`src/rtl/decode_output_queue.sv`:
```
// In-order show-ahead FIFO between the muxed decoder result bus and rename/dispatch.
// Back-pressure asserts early enough to absorb the decoders' one in-flight result.
module decode_output_queue #(
  parameter int addressWidth            = 64,
  parameter int opcodeSize              = 12,
  parameter int funcUnitCodeSize        = 3,
  parameter int instructionCounterWidth = 64,
  parameter int instMinIdWidth          = 7,
  parameter int PidSize                 = 20,
  parameter int TidSize                 = 16,
  parameter int regAccessPatternSize    = 2,
  parameter int regSize                 = 5,
  parameter int queueDepth              = 8,
  parameter int stallThreshold          = 2
) (
  input  logic                               clock_i,
  input  logic                               reset_i,
  input  logic                               flush_i,
  input  logic                               enable_i,
  input  logic [opcodeSize-1:0]              opcode_i,
  input  logic [addressWidth-1:0]            instructionAddress_i,
  input  logic [funcUnitCodeSize-1:0]        functionalUnitType_i,
  input  logic [instructionCounterWidth-1:0] instMajId_i,
  input  logic [instMinIdWidth-1:0]          instMinId_i,
  input  logic                               is64Bit_i,
  input  logic [PidSize-1:0]                 instPid_i,
  input  logic [TidSize-1:0]                 instTid_i,
  input  logic [regAccessPatternSize-1:0]    op1rw_i,
  input  logic [regAccessPatternSize-1:0]    op2rw_i,
  input  logic [regAccessPatternSize-1:0]    op3rw_i,
  input  logic [regAccessPatternSize-1:0]    op4rw_i,
  input  logic                               op1IsReg_i,
  input  logic                               op2IsReg_i,
  input  logic                               op3IsReg_i,
  input  logic                               op4IsReg_i,
  input  logic [4*regSize:0]                 instructionBody_i,
  output logic                               stall_o,
  input  logic                               ready_i,
  output logic                               enable_o,
  output logic [opcodeSize-1:0]              opcode_o,
  output logic [addressWidth-1:0]            instructionAddress_o,
  output logic [funcUnitCodeSize-1:0]        functionalUnitType_o,
  output logic [instructionCounterWidth-1:0] instMajId_o,
  output logic [instMinIdWidth-1:0]          instMinId_o,
  output logic                               is64Bit_o,
  output logic [PidSize-1:0]                 instPid_o,
  output logic [TidSize-1:0]                 instTid_o,
  output logic [regAccessPatternSize-1:0]    op1rw_o,
  output logic [regAccessPatternSize-1:0]    op2rw_o,
  output logic [regAccessPatternSize-1:0]    op3rw_o,
  output logic [regAccessPatternSize-1:0]    op4rw_o,
  output logic                               op1IsReg_o,
  output logic                               op2IsReg_o,
  output logic                               op3IsReg_o,
  output logic                               op4IsReg_o,
  output logic [4*regSize:0]                 instructionBody_o,
  output logic [$clog2(queueDepth):0]        count_o,
  output logic                               overflow_o
);

  localparam int bodyWidth  = 4*regSize + 1;
  localparam int ptrWidth   = $clog2(queueDepth);
  localparam int countWidth = ptrWidth + 1;
  localparam int entryWidth = opcodeSize + addressWidth + funcUnitCodeSize
                            + instructionCounterWidth + instMinIdWidth + 1
                            + PidSize + TidSize + 4*regAccessPatternSize + 4
                            + bodyWidth;

  logic [entryWidth-1:0] storage [queueDepth];
  logic [entryWidth-1:0] writeEntry;
  logic [entryWidth-1:0] headEntry;
  logic [ptrWidth-1:0]   rdPtr;
  logic [ptrWidth-1:0]   wrPtr;
  logic [countWidth-1:0] countReg;
  logic                  overflowReg;
  logic                  isEmpty;
  logic                  isFull;
  logic                  doRead;
  logic                  doWrite;

  assign isEmpty = (countReg == '0);
  assign isFull  = (countReg == countWidth'(queueDepth));
  assign doRead  = ready_i && !isEmpty;
  // A read in the same cycle frees the head slot, so a write at full is still accepted.
  assign doWrite = enable_i && (!isFull || doRead);

  assign writeEntry = {opcode_i, instructionAddress_i, functionalUnitType_i,
                       instMajId_i, instMinId_i, is64Bit_i, instPid_i, instTid_i,
                       op1rw_i, op2rw_i, op3rw_i, op4rw_i,
                       op1IsReg_i, op2IsReg_i, op3IsReg_i, op4IsReg_i,
                       instructionBody_i};

  always_ff @(posedge clock_i or negedge reset_i) begin
    if (!reset_i) begin
      rdPtr       <= '0;
      wrPtr       <= '0;
      countReg    <= '0;
      overflowReg <= 1'b0;
    end else if (flush_i) begin
      rdPtr    <= '0;
      wrPtr    <= '0;
      countReg <= '0;
    end else begin
      if (doWrite) wrPtr <= wrPtr + 1'b1;
      if (doRead)  rdPtr <= rdPtr + 1'b1;
      if (doWrite && !doRead)      countReg <= countReg + 1'b1;
      else if (doRead && !doWrite) countReg <= countReg - 1'b1;
      if (enable_i && !doWrite) overflowReg <= 1'b1;
    end
  end

  always_ff @(posedge clock_i) begin
    if (doWrite && !flush_i) storage[wrPtr] <= writeEntry;
  end

  // Payload is zeroed while empty so stale storage never leaks to dispatch.
  assign headEntry = isEmpty ? '0 : storage[rdPtr];

  assign {opcode_o, instructionAddress_o, functionalUnitType_o,
          instMajId_o, instMinId_o, is64Bit_o, instPid_o, instTid_o,
          op1rw_o, op2rw_o, op3rw_o, op4rw_o,
          op1IsReg_o, op2IsReg_o, op3IsReg_o, op4IsReg_o,
          instructionBody_o} = headEntry;

  assign enable_o   = !isEmpty;
  assign count_o    = countReg;
  assign overflow_o = overflowReg;
  assign stall_o    = (queueDepth - int'(countReg)) <= stallThreshold;

endmodule

```
`config.mk`:
```
export PLATFORM = sky130hd
export DESIGN_NAME = decode_output_queue
export DESIGN_NICKNAME = d
export VERILOG_FILES = /design/src/rtl/decode_output_queue.sv
export SDC_FILE = /design/constraint.sdc
export NUM_CORES = 1
export LEC_CHECK = 0
export ABC_AREA = 0
export BUFFER_PORTS_ARGS = -buffer_cell sky130_fd_sc_hd__buf_2
export CORE_AREA = 2 2 269 469
export CTS_BUF_LIST = sky130_fd_sc_hd__clkbuf_4 sky130_fd_sc_hd__clkbuf_8 sky130_fd_sc_hd__clkbuf_16
export DETAILED_ROUTE_END_ITERATION = 8
export DIE_AREA = 0 0 271 471
export MAX_ROUTING_LAYER = met4
export PLACE_DENSITY = 0.73
export SETUP_SLACK_MARGIN = 0.1
export SLEW_MARGIN = 40
export SYNTH_ARGS = -nofsm -noshare
export SYNTH_HDL_FRONTEND = slang
export SYNTH_SLANG_ARGS = --single-unit
```
`constraint.sdc`:
```
create_clock -name clock_i -period 22.6 [get_ports clock_i]
set_clock_uncertainty 0.05 [all_clocks]
set_input_delay 2.26 -clock clock_i [delete_from_list [all_inputs] [get_ports clock_i]]
set_output_delay 2.26 -clock clock_i [all_outputs]
set_load 0.03 [all_outputs]
```
==> metrics.cfg, run 1 <==
[sta]
finalMaxSlewViolations = 0
worstMarginPinSlew_ps = 865
fin_ws_ps = 15810
period_share = 0.300
final-setup-viol-count = 0
fmax_ghz = 0.147
slew_headroom = 0.424
hold_ws_ps = 518
timing.final.hold_violations = 0
setup_tns_ps = 0
rsz0062_at_grt = false
fin_crit_ps = 6790

[yosys]
ys_seq_elements = 1771
synthCells = 2887
synth_top_family_by_area = multiplexers
async_reset_ff_frac = 0.00621
avgSynthCellArea_um2 = 23.4
synth_adder_area_share = 0.00141
synth_warnings = 0
yosys.area_share.simple = 0.0160
syn-cell-area_um2 = 67600
syn-num-nets = 3119
synth_mux_area_frac = 0.179
synth_cell_types = 42
synth_compound_area_frac = 0.00176
synth-edff-count = 1760
ys_seq_area_frac = 0.786
ys.flop_type = edfxtp_1
synth_xor_xnor_area_share = 0.000777

[global_routing]
grt_max_degree = 112
grt_pass1_wl_um = 205000
antenna_found_initial = 43
grt_overflow_total = 0
grt_usage = 0.224
grt_pass1_vias = 32705

[clock_tree]
tritoncts = built
cts_num_sinks = 1771
numCtsBuffers = 153
clkLatencyLatePin_ps = 770
cts.clk_slew.worst_paths_ps = 60
cts_resized = 0
clock-root-buffer = clkbuf_16
cts_max_level = 4
clockBufferDepth = 3
post_cts.repair.setup_buffers = 0
postCtsHoldBufs = 0

[critical_path]
cp_top_family = buffers and inverters
endpoint_kind = output pin
start_kind = flop
worst_ep_arrival_time_ps = 4480
reg2reg_slack_ps = 18140
cp_num_buf_inv = 5
timing.rr.start = count_o[0]
crit_type = reg2out
worst_r2r_endpoint = storage[5][83]
r2r_cells = 8
crit_path_top_delay_cell = dfrtp_4
path_cells = buf_6 > buf_12 > buf_16 > buf_6 > mux2i_1 > nor2_1 > buf_2
required_ps = 20290
worst_path_most_repeated_cell = buf_6
max_stage_delay_ps = 970
critical_path.max_fanout = 58

[detailed_routing]
drt_iter0_markers = 2402
drt_wl_total_um = 137000
vias = 30800
drc_errors = 0
firstDrtPassIters = 5
ant_nets = 0
wire_per_inst_um = 26.3
via_per_inst = 5.90

[floorplan]
rows = 171
dieArea_um2 = 128000
dieHeight_um = 471
core_area_um2 = 124000
io_pins = 452
start_util = 0.546
die_w_um = 271

[worst_hold_path]
hold_start = overflow_o
hold_depth = 1
hold_class = reg2reg
min_to = overflow_o

[finish]
finalNetCount = 3640
register_area_um2 = 53100
final_core_util = 0.623
syn2layout_area_growth_pct = 14.2
drive_gt1_frac = 0.344
layout.cells.non_filler = 5221
num-fill-cells = 8221
multiInputGateArea_um2 = 13500
stdcell_area_um2 = 77200
final_common_cell = edfxtp_1
layout_common_cells = edfxtp_1, buf_2, mux4_2

[place]
routabilityCongestion = 0.775
portBuffers = 451
dp_hpwl_um = 77100
place_area_um2 = 71900
place_ws_ps = 16310
dp.cells = 4893

[job]
cap_violations = 0

[pwr]
total_power_mw = 8.78
leakage_nw = 24.3
power.density_nw_per_um2 = 114
peakVddDrop_mv = 0.181

[run_status]
status = completed

worst max-delay path by stage:
| stage | end | slack (ps) | depth (start not counted) | startpoint |
|---|---|---|---|---|
| after floorplan | storage[1][0] | 3770 | 4 | ready_i |
| after global placement | instMajId_o[47] | 15390 | 7 | rdPtr[0] |
| after detailed placement | instMajId_o[42] | 16310 | 7 | rdPtr[2] |
| after CTS | instPid_o[18] | 15420 | 7 | rdPtr[2] |
| after global routing | instMajId_o[47] | 15480 | 7 | rdPtr[0] |
| final | instPid_o[18] | 15810 | 7 | rdPtr[2] |
kinds of logic after synthesis:
kind of cell             Yosys count
flip-flops                      1771
multiplexers                     661
AND/OR/NAND/NOR                  270
buffers and inverters            156
AO/OA/AOI/OAI                     16
adder cells (fa/ha/maj)            7
XOR/XNOR                           6
synth_stat cells (2+ instances only):
library cell,n,area share
edfxtp_1,1760,0.78
mux4_2,440,0.15
nor2_1,235,0.013
mux2i_1,220,0.033
buf_2,75,0.0056
buf_6,43,0.0072
clkbuf_1,31,0.0017
dfrtp_1,11,0.0041
nand2_1,10,0.00056
nand3_1,7,0.00052
ha_1,6,0.0011
inv_1,5,0.00028
nand2b_1,4,0.00037
nor2b_1,4,0.00037
xor2_1,4,0.00052
a21oi_1,3,0.00022
nor3_1,2,0.00015
nor4b_1,2,0.00026
xnor2_1,2,0.00026
cell type report:
class	instances	share of cell area
Timing Repair Buffer	517	0.0425
Sequential cell	1771	0.688
Antenna cell	44	0.00143
Inverter	5	0.000243
Multi-Input combinational cell	960	0.175
Clock buffer	184	0.0533
Tap cell	1643	0.0266
Clock inverter	97	0.0124
metal layers:
layer  GRT usage  up-vias  part of all wire
li1            -    13183                 -
met1       0.281    16320              0.40
met2       0.360     1106              0.50
met3      0.0594      191             0.080
met4      0.0698        0             0.025
met5           -        -                 0
state kept, by name (all words and copies together) (netlist names):
name and cells:
count_o 4, wrPtr 3, rdPtr 3, overflow_o 1, storage 1760
report_power, final:
group | internal, mW | total [mW] | leakage, nW | switching [mW]
clock network | 1.47 | 2.61 | 2.51 | 1.14
registers | 3.70 | 3.74 | 16.0 | 0.0421
logic | 0.889 | 2.43 | 5.80 | 1.54
No activity file was read; power rests on OpenSTA's default activity.
==> run 2, diff against run 1 <==
Settings changed: ABC_AREA 0 to 1, CORE_AREA 2 2 269 469 to 2 2 275 481, DIE_AREA 0 0 271 471 to 0 0 277 483, PLACE_DENSITY 0.73 to 0.75.
Clock period 22.6 ns to 6.2 ns, I/O delays scaled along.
==> run 2 against run 1 <==
Effect of this change: via count is 45% higher; sequential power grew to 3.6 times the previous value; sequential share of layout area is 1.5 points lower; critical path depth is 3 higher; combinational power grew to 4.0 times the previous value; clock-buffer cell count is 5 higher; setup slack worse by 14000 ps; core utilization is 1.4 points lower; non-clock buffer count is 31 higher; wire length is 19% higher; final cell count is 48% higher; die area is 4.8% higher; highest routed layer unchanged.
==> metrics.cfg, run 2 <==
[run_status]
status = completed

[yosys]
synth_common_cells = nor2_1, edfxtp_1, o21ai_0
synth.most_common_cell = nor2_1
ys.flop_type = edfxtp_1
syn-cell-area_um2 = 69700  ; +3.1%
ys_seq_area_frac = 0.762  ; -0.0240
async_reset_ff_frac = 0.00621  ; unchanged
syn-num-nets = 5769  ; +85%
synth_warnings = 0  ; unchanged
yosysTopAreaCellShare = 0.758  ; -0.0239
synthCells = 5537  ; +92%
yosysTopAreaCell = edfxtp_1
ys_seq_elements = 1771  ; unchanged
synth-edff-count = 1760  ; unchanged
synth_cell_types = 24  ; -43%
avgSynthCellArea_um2 = 12.6  ; -46%
synth.area.top_cells = edfxtp_1, nor2_1, o21ai_0, o21ai_1, clkbuf_1

[global_routing]
grt_pass1_vias = 43948  ; +34%
grt_usage = 0.248  ; +0.0242
grt_max_degree = 215  ; +92%
antenna_found_initial = 50  ; +16%
grt_overflow_total = 0  ; unchanged
grt_pass1_wl_um = 249000  ; +21%

[floorplan]
core_area_um2 = 130000  ; +4.6%
dieHeight_um = 483  ; +2.5%
rows = 175  ; +2.3%
io_pins = 452  ; unchanged
dieArea_um2 = 134000  ; +4.8%
start_util = 0.538  ; -0.00776
die_w_um = 277  ; +2.2%

[place]
place_ws_ps = 2290  ; -14020 ps
routabilityCongestion = 0.797  ; +2.9%
place_area_um2 = 73400  ; +2.1%
dp.cells = 7372  ; +51%
dp_hpwl_um = 84600  ; +9.8%
portBuffers = 451  ; unchanged

[pwr]
comb_power_share = 0.295  ; +0.019
peakVddDrop_mv = 0.802  ; +340%
p_seq_frac = 0.415  ; -0.011
leakage_nw = 26.8  ; +10%
total_power_mw = 32.6  ; +270%
power_switching_mw = 11.4  ; +320%
power_switching_share = 0.350  ; +0.0402
p_clk_frac = 0.290  ; -0.008
internal_power_mw = 21.2  ; +250%
power.density_nw_per_um2 = 413  ; +260%

[detailed_routing]
ant_nets = 0  ; unchanged
vias = 44573  ; +45%
drt_iter0_markers = 5050  ; +110%
wire_per_inst_um = 21.2  ; -20%
via_per_inst = 5.77  ; -2.2%
drc_errors = 0  ; unchanged
drt_wl_total_um = 164000  ; +19%
firstDrtPassIters = 5  ; unchanged

[critical_path]
cp_top_family = buffers and inverters
start_kind = flop
path_cells = buf_4 > buf_12 > buf_16 > nor2_1 > nor2_1 > o21ai_0 > o21ai_1 > nor2_1 > nor2_1 > buf_2
critical_path.max_fanout = 142  ; +140%
crit_path_top_delay_cell = dfrtp_4
worst_path_most_repeated_cell = nor2_1
worst_ep_arrival_time_ps = 4100  ; -380 ps
max_stage_delay_ps = 700  ; -270 ps
required_ps = 5530  ; -14760 ps
crit_type = reg2out
cp_num_buf_inv = 4  ; -1
endpoint_kind = output pin

[clock_tree]
clock-root-buffer = clkbuf_16
cts_max_level = 4  ; unchanged
numCtsBuffers = 152  ; -0.65%
cts.clk_slew.worst_paths_ps = 70  ; about the same
clkLatencyLatePin_ps = 780  ; about the same
cts_resized = 0  ; unchanged
clockBufferDepth = 3  ; unchanged
cts_num_sinks = 1771  ; unchanged
tritoncts = built

[sta]
fin_crit_ps = 4770
fin_ws_ps = 1430  ; -14390 ps
fmax_ghz = 0.209
period_share = 0.770
rsz0062_at_grt = false
slew_headroom = 0.411  ; -0.0126
worstMarginPinSlew_ps = 884  ; +18.9 ps
hold_ws_ps = 51.2  ; -466 ps
final-setup-viol-count = 0  ; unchanged
finalMaxSlewViolations = 0  ; unchanged
setup_tns_ps = 0  ; unchanged
timing.final.hold_violations = 0  ; unchanged

[finish]
finalNetCount = 6104  ; +68%
layout_common_cells = nor2_1, edfxtp_1, o21ai_0
syn2layout_area_growth_pct = 13.2
regMostFlops = storage
final_core_util = 0.609  ; -0.0143
drive_gt1_frac = 0.131  ; -0.213
largest_register_ffs = 1760  ; unchanged
final_common_cell = nor2_1
stdcell_area_um2 = 78900  ; +2.2%
layout.cells.non_filler = 7728  ; +48%

[worst_hold_path]
hold_class = in2reg

[job]
cap_violations = 0  ; unchanged

## run 2: final timing paths
kind	start	end	slack (ps)	depth (start not counted)
max	rdPtr[0]	instMajId_o[46]	1430	10
min	instructionAddress_i[19]	storage[1][163]	50	1
max reg2reg	count_o[1]	storage[2][165]	2680	11
min reg2reg	overflow_o	overflow_o	460	1
max in group asynchronous	reset_i	rdPtr[1]	5670	2
min in group asynchronous	reset_i	wrPtr[0]	200	2
## run 2: routing by layer
metal | track usage | vias up | share of wire
li1 | - | 20508 | -
met2 | 0.407 | 1935 | 0.50
met5 | - | - | 0
met3 | 0.0581 | 277 | 0.092
met4 | 0.0913 | 0 | 0.024
met1 | 0.301 | 21853 | 0.39
## run 2: cell type report
cell class / instances / area [um2]
Fill cell: 9446 / 50700
Inverter: 17 / 87.6
Antenna cell: 57 / 143
Sequential cell: 1771 / 53100
Multi-Input combinational cell: 3382 / 14800
Clock buffer: 189 / 4160
Tap cell: 1681 / 2100
Clock inverter: 83 / 857
Timing Repair Buffer: 548 / 3640
## run 2: cell families after synthesis
kind of cell               share of synthesized area
and+or+nand+nor                               0.0980
DFF                                            0.762
AOI/OAI and AO/OA                              0.112
buffers and inverters                         0.0269
adders and majority gates                    0.00136
xor gates and xnor gates                    0.000251
## run 2: power groups by stage
| stage | sequential, mW | combinational (mW) | clock [mW] |
|---|---|---|---|
| final | 13.5 | 9.61 | 9.47 |
| after global placement | 13.8 | 9.27 | 0 |
| after floorplan | 13.8 | 6.64 | 0 |
| after global routing | 13.5 | 10.5 | 10.0 |
| after detailed placement | 13.8 | 9.54 | 0 |
| after CTS | 13.5 | 9.61 | 9.58 |
## run 2: repair_timing
action                     4_1_cts  5_1_grt
buffers inserted                 0        0
hold endpoints to repair       145        0
hold buffers                    23        0
setup endpoints to repair        0        0
